==> src/rtl/sync_fifo_buffer.sv <==
// Single-clock byte FIFO with registered read data and a one-cycle Valid pulse.
// Define FIFO_WATERMARK_EN to add ALMOST_FULL/ALMOST_EMPTY/LEVEL status outputs.
module sync_fifo_buffer #(
    parameter int unsigned DATA_WIDTH = 8,
    parameter int unsigned DEPTH      = 8
`ifdef FIFO_WATERMARK_EN
    ,
    parameter int unsigned AF_LEVEL   = DEPTH - 2,
    parameter int unsigned AE_LEVEL   = 2
`endif
) (
    input  logic                          CLK,
    input  logic                          RESET,
    input  logic [DATA_WIDTH-1:0]         DATA_IN,
    input  logic                          WRITE,
    input  logic                          READ,
    output logic [DATA_WIDTH-1:0]         DATA_OUT,
    output logic                          Valid,
`ifdef FIFO_WATERMARK_EN
    output logic                          ALMOST_FULL,
    output logic                          ALMOST_EMPTY,
    output logic [$clog2(DEPTH):0]        LEVEL,
`endif
    output logic                          FULL,
    output logic                          EMPTY
);

    localparam int unsigned ADDR_WIDTH = $clog2(DEPTH);
    localparam logic [ADDR_WIDTH:0] DEPTH_CNT = DEPTH[ADDR_WIDTH:0];

    logic [DATA_WIDTH-1:0] mem [DEPTH];
    logic [ADDR_WIDTH-1:0] wptr_q, rptr_q;
    logic [ADDR_WIDTH:0]   count_q, count_d;
    logic                  wr_ok, rd_ok;

    assign FULL  = (count_q == DEPTH_CNT);
    assign EMPTY = (count_q == '0);

    // A pop frees a slot in the same cycle, so a full FIFO still accepts a write alongside a read.
    assign rd_ok = READ & ~EMPTY;
    assign wr_ok = WRITE & (~FULL | rd_ok);

    always_comb begin
        count_d = count_q;
        unique case ({wr_ok, rd_ok})
            2'b10:   count_d = count_q + 1'b1;
            2'b01:   count_d = count_q - 1'b1;
            default: count_d = count_q;
        endcase
    end

    // Storage is deliberately not reset; count gates every read.
    always_ff @(posedge CLK) begin
        if (wr_ok) begin
            mem[wptr_q] <= DATA_IN;
        end
    end

    always_ff @(posedge CLK or negedge RESET) begin
        if (!RESET) begin
            wptr_q   <= '0;
            rptr_q   <= '0;
            count_q  <= '0;
            DATA_OUT <= '0;
            Valid    <= 1'b0;
        end else begin
            count_q <= count_d;
            Valid   <= rd_ok;
            if (wr_ok) begin
                wptr_q <= wptr_q + 1'b1;
            end
            if (rd_ok) begin
                rptr_q   <= rptr_q + 1'b1;
                DATA_OUT <= mem[rptr_q];
            end
        end
    end

`ifdef FIFO_WATERMARK_EN
    localparam logic [ADDR_WIDTH:0] AF_CNT = AF_LEVEL[ADDR_WIDTH:0];
    localparam logic [ADDR_WIDTH:0] AE_CNT = AE_LEVEL[ADDR_WIDTH:0];

    assign ALMOST_FULL  = (count_q >= AF_CNT);
    assign ALMOST_EMPTY = (count_q <= AE_CNT);
    assign LEVEL        = count_q;
`endif

endmodule

==> config.mk <==
export PLATFORM = sky130hd
export DESIGN_NAME = sync_fifo_buffer
export DESIGN_NICKNAME = d
export VERILOG_FILES = /design/src/rtl/sync_fifo_buffer.sv
export SDC_FILE = /design/constraint.sdc
export NUM_CORES = 1
export LEC_CHECK = 0
export ABC_AREA = 1
export BUFFER_PORTS_ARGS = -buffer_cell sky130_fd_sc_hd__buf_2
export CORE_MARGIN = 2
export CORE_UTILIZATION = 60
export DETAILED_ROUTE_END_ITERATION = 6
export HOLD_SLACK_MARGIN = 0.08
export PLACE_DENSITY = 0.79
export SLEW_MARGIN = 20
export SYNTH_ARGS = -nofsm -noshare
export SYNTH_HDL_FRONTEND = slang
export SYNTH_SLANG_ARGS = --single-unit
export TNS_END_PERCENT = 10
==> constraint.sdc <==
create_clock -name CLK -period 2.8 [get_ports CLK]
set_input_delay 0.42 -clock CLK [delete_from_list [all_inputs] [get_ports CLK]]
set_output_delay 0.42 -clock CLK [all_outputs]
set_load 0.005 [all_outputs]
; ---- Word level (Yosys, flattened, before mapping)
; Memories as Yosys holds them, arrays and structs flattened. A register that Yosys moved wholly into a read port is not among the register bits.
; Cells that the tools add are included.
[totals]
reg_bits = 11
latchBits = 0
ram_bits = 64
mem_bits_ro = 0
in_bits = 12
output_inout_bits = 11
elab_cells = 23
n_memories = 1
[classes]
n_addsub = 4
multipliers = 0
div_mod_pow = 0
order_cmp = 0
eq_ne = 3
n_shift = 0
muxes = 3
n_bitwise = 5
n_reduce_logical = 3
[mem_list]
columns = name, depth, word_bits, read_ports, rd_ports_with_merged_regs, write_ports, line_no
row1 = mem, 8, 8, 1, 1, 1, 31  ; logic [DATA_WIDTH-1:0] mem [DEPTH];
[ops]
columns = cell, count
row1 = $pmux W4 S2, 1
row2 = $add A3 B1 Y3 const B, 2
row3 = $add A4 B1 Y4 const B, 1
row4 = $eq A4 B4 Y1 const B, 1
row5 = $logic_not A4 Y1, 1
row6 = $sub A4 B1 Y4 const B, 1
row7 = $and A1 B1 Y1, 2
row8 = $eq A2 B1 Y1 const B, 1
row9 = $eq A2 B2 Y1 const B, 1
row10 = $mux W1, 2
row11 = $not A1 Y1, 2
row12 = $reduce_bool A2 Y1, 1
row13 = $logic_not A1 Y1, 1
row14 = $or A1 B1 Y1, 1

; ---- Logic depth before layout (Yosys ltp)
; Gate-level depths: netlist of run 1.
[logic_depth]
word_depth = 7
mapped_depth = 14
depth_no_buf = 14

; ---- Worst setup path after synthesis of run 1
; Ideal clock, no wire load.
[synth_path]
path_type = reg-to-reg
startpoint = reg count_q[1]
endpoint = reg count_q[3]
arrival_ps = 1898
required_time_ps = 2684
setup_slack_ps = 785
stages_incl_launch_ff = 13
cell_sequence = dfrtp_1 > nor2_2 > nand3_2 > nand2_4 > inv_2 > buf_6 > ha_1 > ha_1 > or2_2 > nand3_1 > nand2_1 > nand2_1 > nand2_1
[synth_via]
elab_chain_cells = 7
[synth_rtl]
columns = element, line_no
row1 = "start, declared", 33  ; logic [ADDR_WIDTH:0] count_q, count_d;
row2 = "start signal, assigned", 67  ; count_q <= count_d;
row3 = $logic_not A4 Y1 *, 37  ; assign EMPTY = (count_q == '0);
row4 = $not A1 Y1 *, 40  ; assign rd_ok = READ & ~EMPTY;
row5 = $and A1 B1 Y1 *, 40
row6 = net rd_ok, 34  ; logic wr_ok, rd_ok;
row7 = $or A1 B1 Y1, 41  ; assign wr_ok = WRITE & (~FULL | rd_ok);
row8 = $and A1 B1 Y1, 41
row9 = $eq A2 B1 Y1 / $eq A2 B2 Y1 (equally long branches), 45  ; unique case ({wr_ok, rd_ok})
row10 = $pmux W4 S2 / $reduce_bool A2 Y1 (equally long branches), -
; Mark *: on every way through the listed nets, which the timed path passes. The rest lies on a longest branch.
; A chain may end at the register's enable or synchronous reset.

; ---- Final worst setup path of run 1
[layout_path]
startpoint = reg count_q[1]
endpoint = reg count_q[3]
[layout_via]
elab_chain_cells = 7
[layout_rtl]
columns = element, line_no
row1 = $logic_not A4 Y1, 37
row2 = $not A1 Y1, 40
row3 = $and A1 B1 Y1, 40
row4 = $or A1 B1 Y1, 41
row5 = $and A1 B1 Y1, 41
row6 = $eq A2 B1 Y1 / $eq A2 B2 Y1 (equally long branches), 45
row7 = $pmux W4 S2 / $reduce_bool A2 Y1 (equally long branches), -
; Several ways; a longest one is shown, not always the timed one.

==> out/qor.yml, run 1 <==
chipWidth_um: 83.5
critPathLaunch: "count_q[1]"
hold_buffers: 1
postCtsSetupBuffers: 0
htreeDepth: 3
fp-row-count: 28
max_freq_ghz: 0.435
worstPathArrival_ns: 2.59
finalSetupViolCount: 0
slew_viol_final: 0
antenna_found_initial: 0
ios: 23
drive_gt1_frac: 0.176
numCtsBuffers: 9
die_y_um: 83.5
rsz0062_at_grt: "no"
vias_per_cell: 5.19
yosys_warnings: 0
diodes: 0
skew_ns: 0.0135
drc: 0
final_common_cell: "nand2_1"
synth_nets: 387
track_usage: 0.224
fillers: 448
end_kind: "register"
layout_common_cells: "120 x nand2_1, 64 x edfxtp_1, 58 x inv_1, 47 x nand3_1, 22 x buf_2"
maxCapViolations: 0
min_path_cells: 1
insertion_delay_ns: 0.35
hold_path_class: "in2reg"
ys_ff_latch: 83
fin_cells: 479
die-area_um2: 6970
finalCritPeriodShare: 0.822
io_buffers: 22
crit_path_max_fanout: 13
crit_required_ns: 3.09
ff2ff_setup_slack_ns: 0.50
grt_pass1_vias: 2384
dr.pass1.iters: 4
via_count: 2485
cts_tree: "yes"
power_mw: 4.08
gp_congestion: 0.822
drtIter0Drc: 210
multi_input_area_um2: 1050
grt-ovfl-total: 0
wl_mm: 7.17
critical_path_class: "reg2reg"
grt_max_degree: 34
holdCritStartpoint: "DATA_IN[4]"
max-vdd-ir-drop_v: 0.000755
syn_to_final_growth_pct: 10.3
status: "finished clean"
synth_seq_area_share: 0.632
fin_setup_tns_ns: 0
coreArea_um2: 6030
startpoint_type: "register"
post_cts_resized: 0
cts_root_buf: "clkbuf_8"
r2r_end: "count_q[3]"
avgSynthCellArea_um2: 10.3
layout.nets: 417
dp_cells: 462
synth_area_um2: 3790
wl_per_cell_um: 15.0
worst_pin_slew_ns: 0.644
regArea_um2: 2400
power_density_nw_per_um2: 975
synth_cells: 369
synth.distinct_cells: 25
worstReg2RegStart: "count_q[1]"
cts.path.max_buffers: 2
finish.utilization: 0.694
drtAntennaViolNets: 0
clk_pin_slew_worst_paths_ns: 0.09
placed_cell_area_um2: 3960
initial_core_util: 0.630
final_cell_area_um2: 4180
final.min_clock_period_ns: 2.30
dpl.hpwl_mm: 4.72
min_to: "mem[6][4]"
relSlewSlack: 0.569
rr_worst_depth: 12
hold_viol_final: 0
grt_pass1_wl_mm: 12.0
cts.sink_count: 83
p_leak_nw: 1.93
-- cell usage after synthesis, drive strengths merged --
master,instances,area share
buf,14,0.029
o21ai,4,0.0063
xnor2,2,0.0046
nand3,57,0.088
or2,1,0.0017
nand2,125,0.13
xor2,3,0.0069
ha,5,0.016
dfrtp,19,0.13
nor2,12,0.015
edfxtp,64,0.51
fa,1,0.0053
inv,62,0.062
-- routing by layer --
metal  up-vias  wire length (µm)  global-route usage
met5         -                 0                   0
met4         0               189               0.120
met3        19               419              0.0455
met2        75              3510               0.350
met1      1161              3050               0.298
li1       1230                 -                   -
-- report_power, final --
part | total [mW] | switching (mW) | internal (mW)
logic | 1.39 | 0.881 | 0.508
registers | 1.80 | 0.217 | 1.59
clock network | 0.885 | 0.441 | 0.444
-- stage by stage --
stage	setup slack (ns)	hold slack, ns
floorplan	0.785	0.124
global placement	0.591	0.385
detailed placement	0.524	0.398
CTS	0.492	0.322
global route	0.317	0.331
finish	0.499	0.337
-- kinds of logic after synthesis --
kind of cell / after synthesis / synth area share
AOI/OAI and AO/OA: 4 / 0.00627
DFF: 83 / 0.632
adders and majority gates: 6 / 0.0218
buffers and inverters: 76 / 0.0907
and+or+nand+nor: 195 / 0.238
xor gates and xnor gates: 5 / 0.0115
-- sequential cells by signal, summed over array words and instances, names as in the netlist --
name      flops
mem          64
rptr_q        3
wptr_q        3
DATA_OUT      8
Valid         1
count_q       4
-- layout make-up --
cell class / count / area share
flip-flops and latches: 83 / 0.573
multi-input cells: 210 / 0.252
inverters: 62 / 0.0562
repair buffers: 33 / 0.0467
clock buffers: 10 / 0.0329
well taps: 75 / 0.0224
clock inverters: 6 / 0.0171
-- how the worst max path moves through the flow --
stage / end
floorplan: count_q[3]
global placement: count_q[3]
detailed placement: count_q[3]
CTS: count_q[3]
global route: count_q[3]
finish: count_q[3]
-- critical path, cell delays in order, from the launching register on --
cell     delay (ns)
dfrtp_1        0.45
nor2_2         0.16
nand3_2        0.11
nand2_4        0.18
inv_2          0.18
ha_1           0.28
ha_1           0.32
or2_2          0.29
nand2_1        0.07
nand3_1        0.06
nand2_1        0.06
nand2_1        0.04
nand2_1        0.05
No activity file was read; power rests on OpenSTA's default activity.
==> run 2: changes to the inputs <==
--- a/config.mk
+++ b/config.mk
@@ -8,10 +8,10 @@
 export ABC_AREA = 1
 export BUFFER_PORTS_ARGS = -buffer_cell sky130_fd_sc_hd__buf_2
 export CORE_MARGIN = 2
-export CORE_UTILIZATION = 60
+export CORE_UTILIZATION = 54
 export DETAILED_ROUTE_END_ITERATION = 6
 export HOLD_SLACK_MARGIN = 0.08
-export PLACE_DENSITY = 0.79
+export PLACE_DENSITY = 0.75
 export SLEW_MARGIN = 20
 export SYNTH_ARGS = -nofsm -noshare
 export SYNTH_HDL_FRONTEND = slang
==> constraint.sdc (replaced) <==
create_clock -name CLK -period 1.9 [get_ports CLK]
set_input_delay 0.285 -clock CLK [delete_from_list [all_inputs] [get_ports CLK]]
set_output_delay 0.285 -clock CLK [all_outputs]
set_load 0.005 [all_outputs]
==> run 2 against run 1 <==
  * The flow now finishes with violations (negative setup slack)
  * Final cell count rose by 5.6%
  * Combinational power grew 70%
  * Die area up 11%
  * First-iteration DRC count is 7.6% higher
  * Non-clock buffer count rose by 6
  * Critical path type unchanged
  * Critical endpoint is now count_q[2]
  * Largest power group unchanged
==> out/qor.yml, run 2 (synthesis results as in run 1) <==
track_usage: 0.207
power_mw: 6.05
coreArea_um2: 6790
crit_required_ns: 2.17
cts_root_buf: "clkbuf_8"
worstPathArrival_ns: 2.20
cpMostUsedCell: "nand2_8"
hold_viol_final: 0
placed_cell_area_um2: 4020
dpl.hpwl_mm: 4.65
layout.nets: 423
largest_register_ffs: 64
grt_pass1_vias: 2394
chipWidth_um: 87.8
worst_pin_slew_ns: 0.580
wl_per_cell_um: 14.3
max_freq_ghz: 0.519
max-vdd-ir-drop_v: 0.000641
finalCritPeriodShare: 1.01
die_y_um: 87.8
regMostFlops: "mem"
dr.pass1.iters: 4
skew_ns: 0.0121
cts.sink_count: 83
grt_pass1_wl_mm: 11.7
insertion_delay_ns: 0.35
gp_congestion: 0.768
grt-ovfl-total: 0
crit_path_max_fanout: 4
finalSetupViolCount: 2
cpMaxStageDelayCell: "dfrtp_1"
grt_max_degree: 34
power_density_nw_per_um2: 1410
crit_buf_inv: 1
io_buffers: 22
layout_common_cells: "118 x nand2_1, 64 x edfxtp_1, 57 x inv_1, 46 x nand3_1, 22 x buf_2"
vias_per_cell: 4.89
hold_path_class: "in2reg"
initial_core_util: 0.558
ios: 23
place_ws_ns: -0.0704
drtIter0Drc: 226
numCtsBuffers: 9
slew_viol_final: 0
critical-path-top-delay-family: "simple AND/OR/NAND/NOR gates"
die-area_um2: 7710
path_cells: "nor2_2 > nand3_2 > nand2_4 > nand2_8 > nand2_8 > ha_4 > inv_2 > fa_1 > xor2_1 > o21ai_1"
final.min_clock_period_ns: 1.93
maxCapViolations: 0
status: "finished with violations"
p_leak_nw: 1.94
violations: "negative setup slack"
worst_slack_ns: -0.0284
fp-row-count: 30
fillers: 528
worstReg2RegStart: "count_q[0]"
relSlewSlack: 0.613
drc: 0
holdCritStartpoint: "DATA_IN[2]"
reg_top3: "mem (64), DATA_OUT (8), count_q (4)"
drive_gt1_frac: 0.220
startpoint_type: "register"
critical_path_class: "reg2reg"
critPathLaunch: "count_q[0]"
cts.path.max_buffers: 2
rsz0062_at_grt: "yes"
wl_mm: 7.23
clk_pin_slew_worst_paths_ns: 0.09
max_stage_delay_ns: 0.41
final_cell_area_um2: 4300
fin_setup_tns_ns: -0.0422
cts_tree: "yes"
syn_to_final_growth_pct: 13.4
antenna_found_initial: 0
diodes: 0
htreeDepth: 3
drtAntennaViolNets: 0
final_common_cell: "nand2_1"
via_count: 2472
end_kind: "register"
## run 2: changes by cell type in the layout (fill, tap and decap cells not counted), sizes merged
cell	delta
bufinv	-1
buf	+6
clkinv	+1
## run 2: per-stage QoR
step	cells	hold slack, ns	utilization
4_1_cts	501	0.185	0.620
3_3_place_gp	484	0.243	0.592
6_report	506	0.206	0.633
5_1_grt	506	0.196	0.633
2_1_floorplan	369	-0.0106	-
3_5_place_dp	484	0.252	0.592
## run 2: per-layer routing
layer	global-route usage	up-vias	wire length [µm]
met5	0	-	0
met4	0.0671	0	93
met3	0.0405	11	436
met2	0.348	76	3610
met1	0.273	1140	3100
li1	-	1245	-
## run 2: final timing paths
path,to,slack [ns],cells after the start
worst min-delay path,mem[4][2],0.21,1
worst min register to register,DATA_OUT[4],0.48,2
worst max-delay path,count_q[2],-0.03,10
min in group asynchronous,count_q[1],0.40,2
max in group asynchronous,rptr_q[0],1.19,2
worst max register to register,count_q[2],-0.03,10
## run 2: timing repair
item	CTS	global route
resized for setup	2	14
hold buffers	1	0
buffers inserted	0	5
pin swaps	1	6
setup endpoints to repair	47	51
endpoints found under the hold margin	19	0
## run 2: area by class of cell
class | count | area, µm² | area share
Sequential cell | 83 | 2400 | 0.557
Inverter | 62 | 235 | 0.0547
Tap cell | 96 | 120 | 0.0279
Clock buffer | 10 | 128 | 0.0297
Multi-Input combinational cell | 210 | 1120 | 0.260
Timing Repair Buffer | 39 | 253 | 0.0588
Clock inverter | 6 | 50.0 | 0.0116
## run 2: power by group
| part | switching [mW] | internal (mW) | leakage (nW) |
|---|---|---|---|
| combinational | 1.48 | 0.886 | 1.05 |
| sequential | 0.210 | 2.34 | 0.812 |
| clock | 0.650 | 0.489 | 0.0835 |
| total | 2.34 | 3.72 | 1.94 |
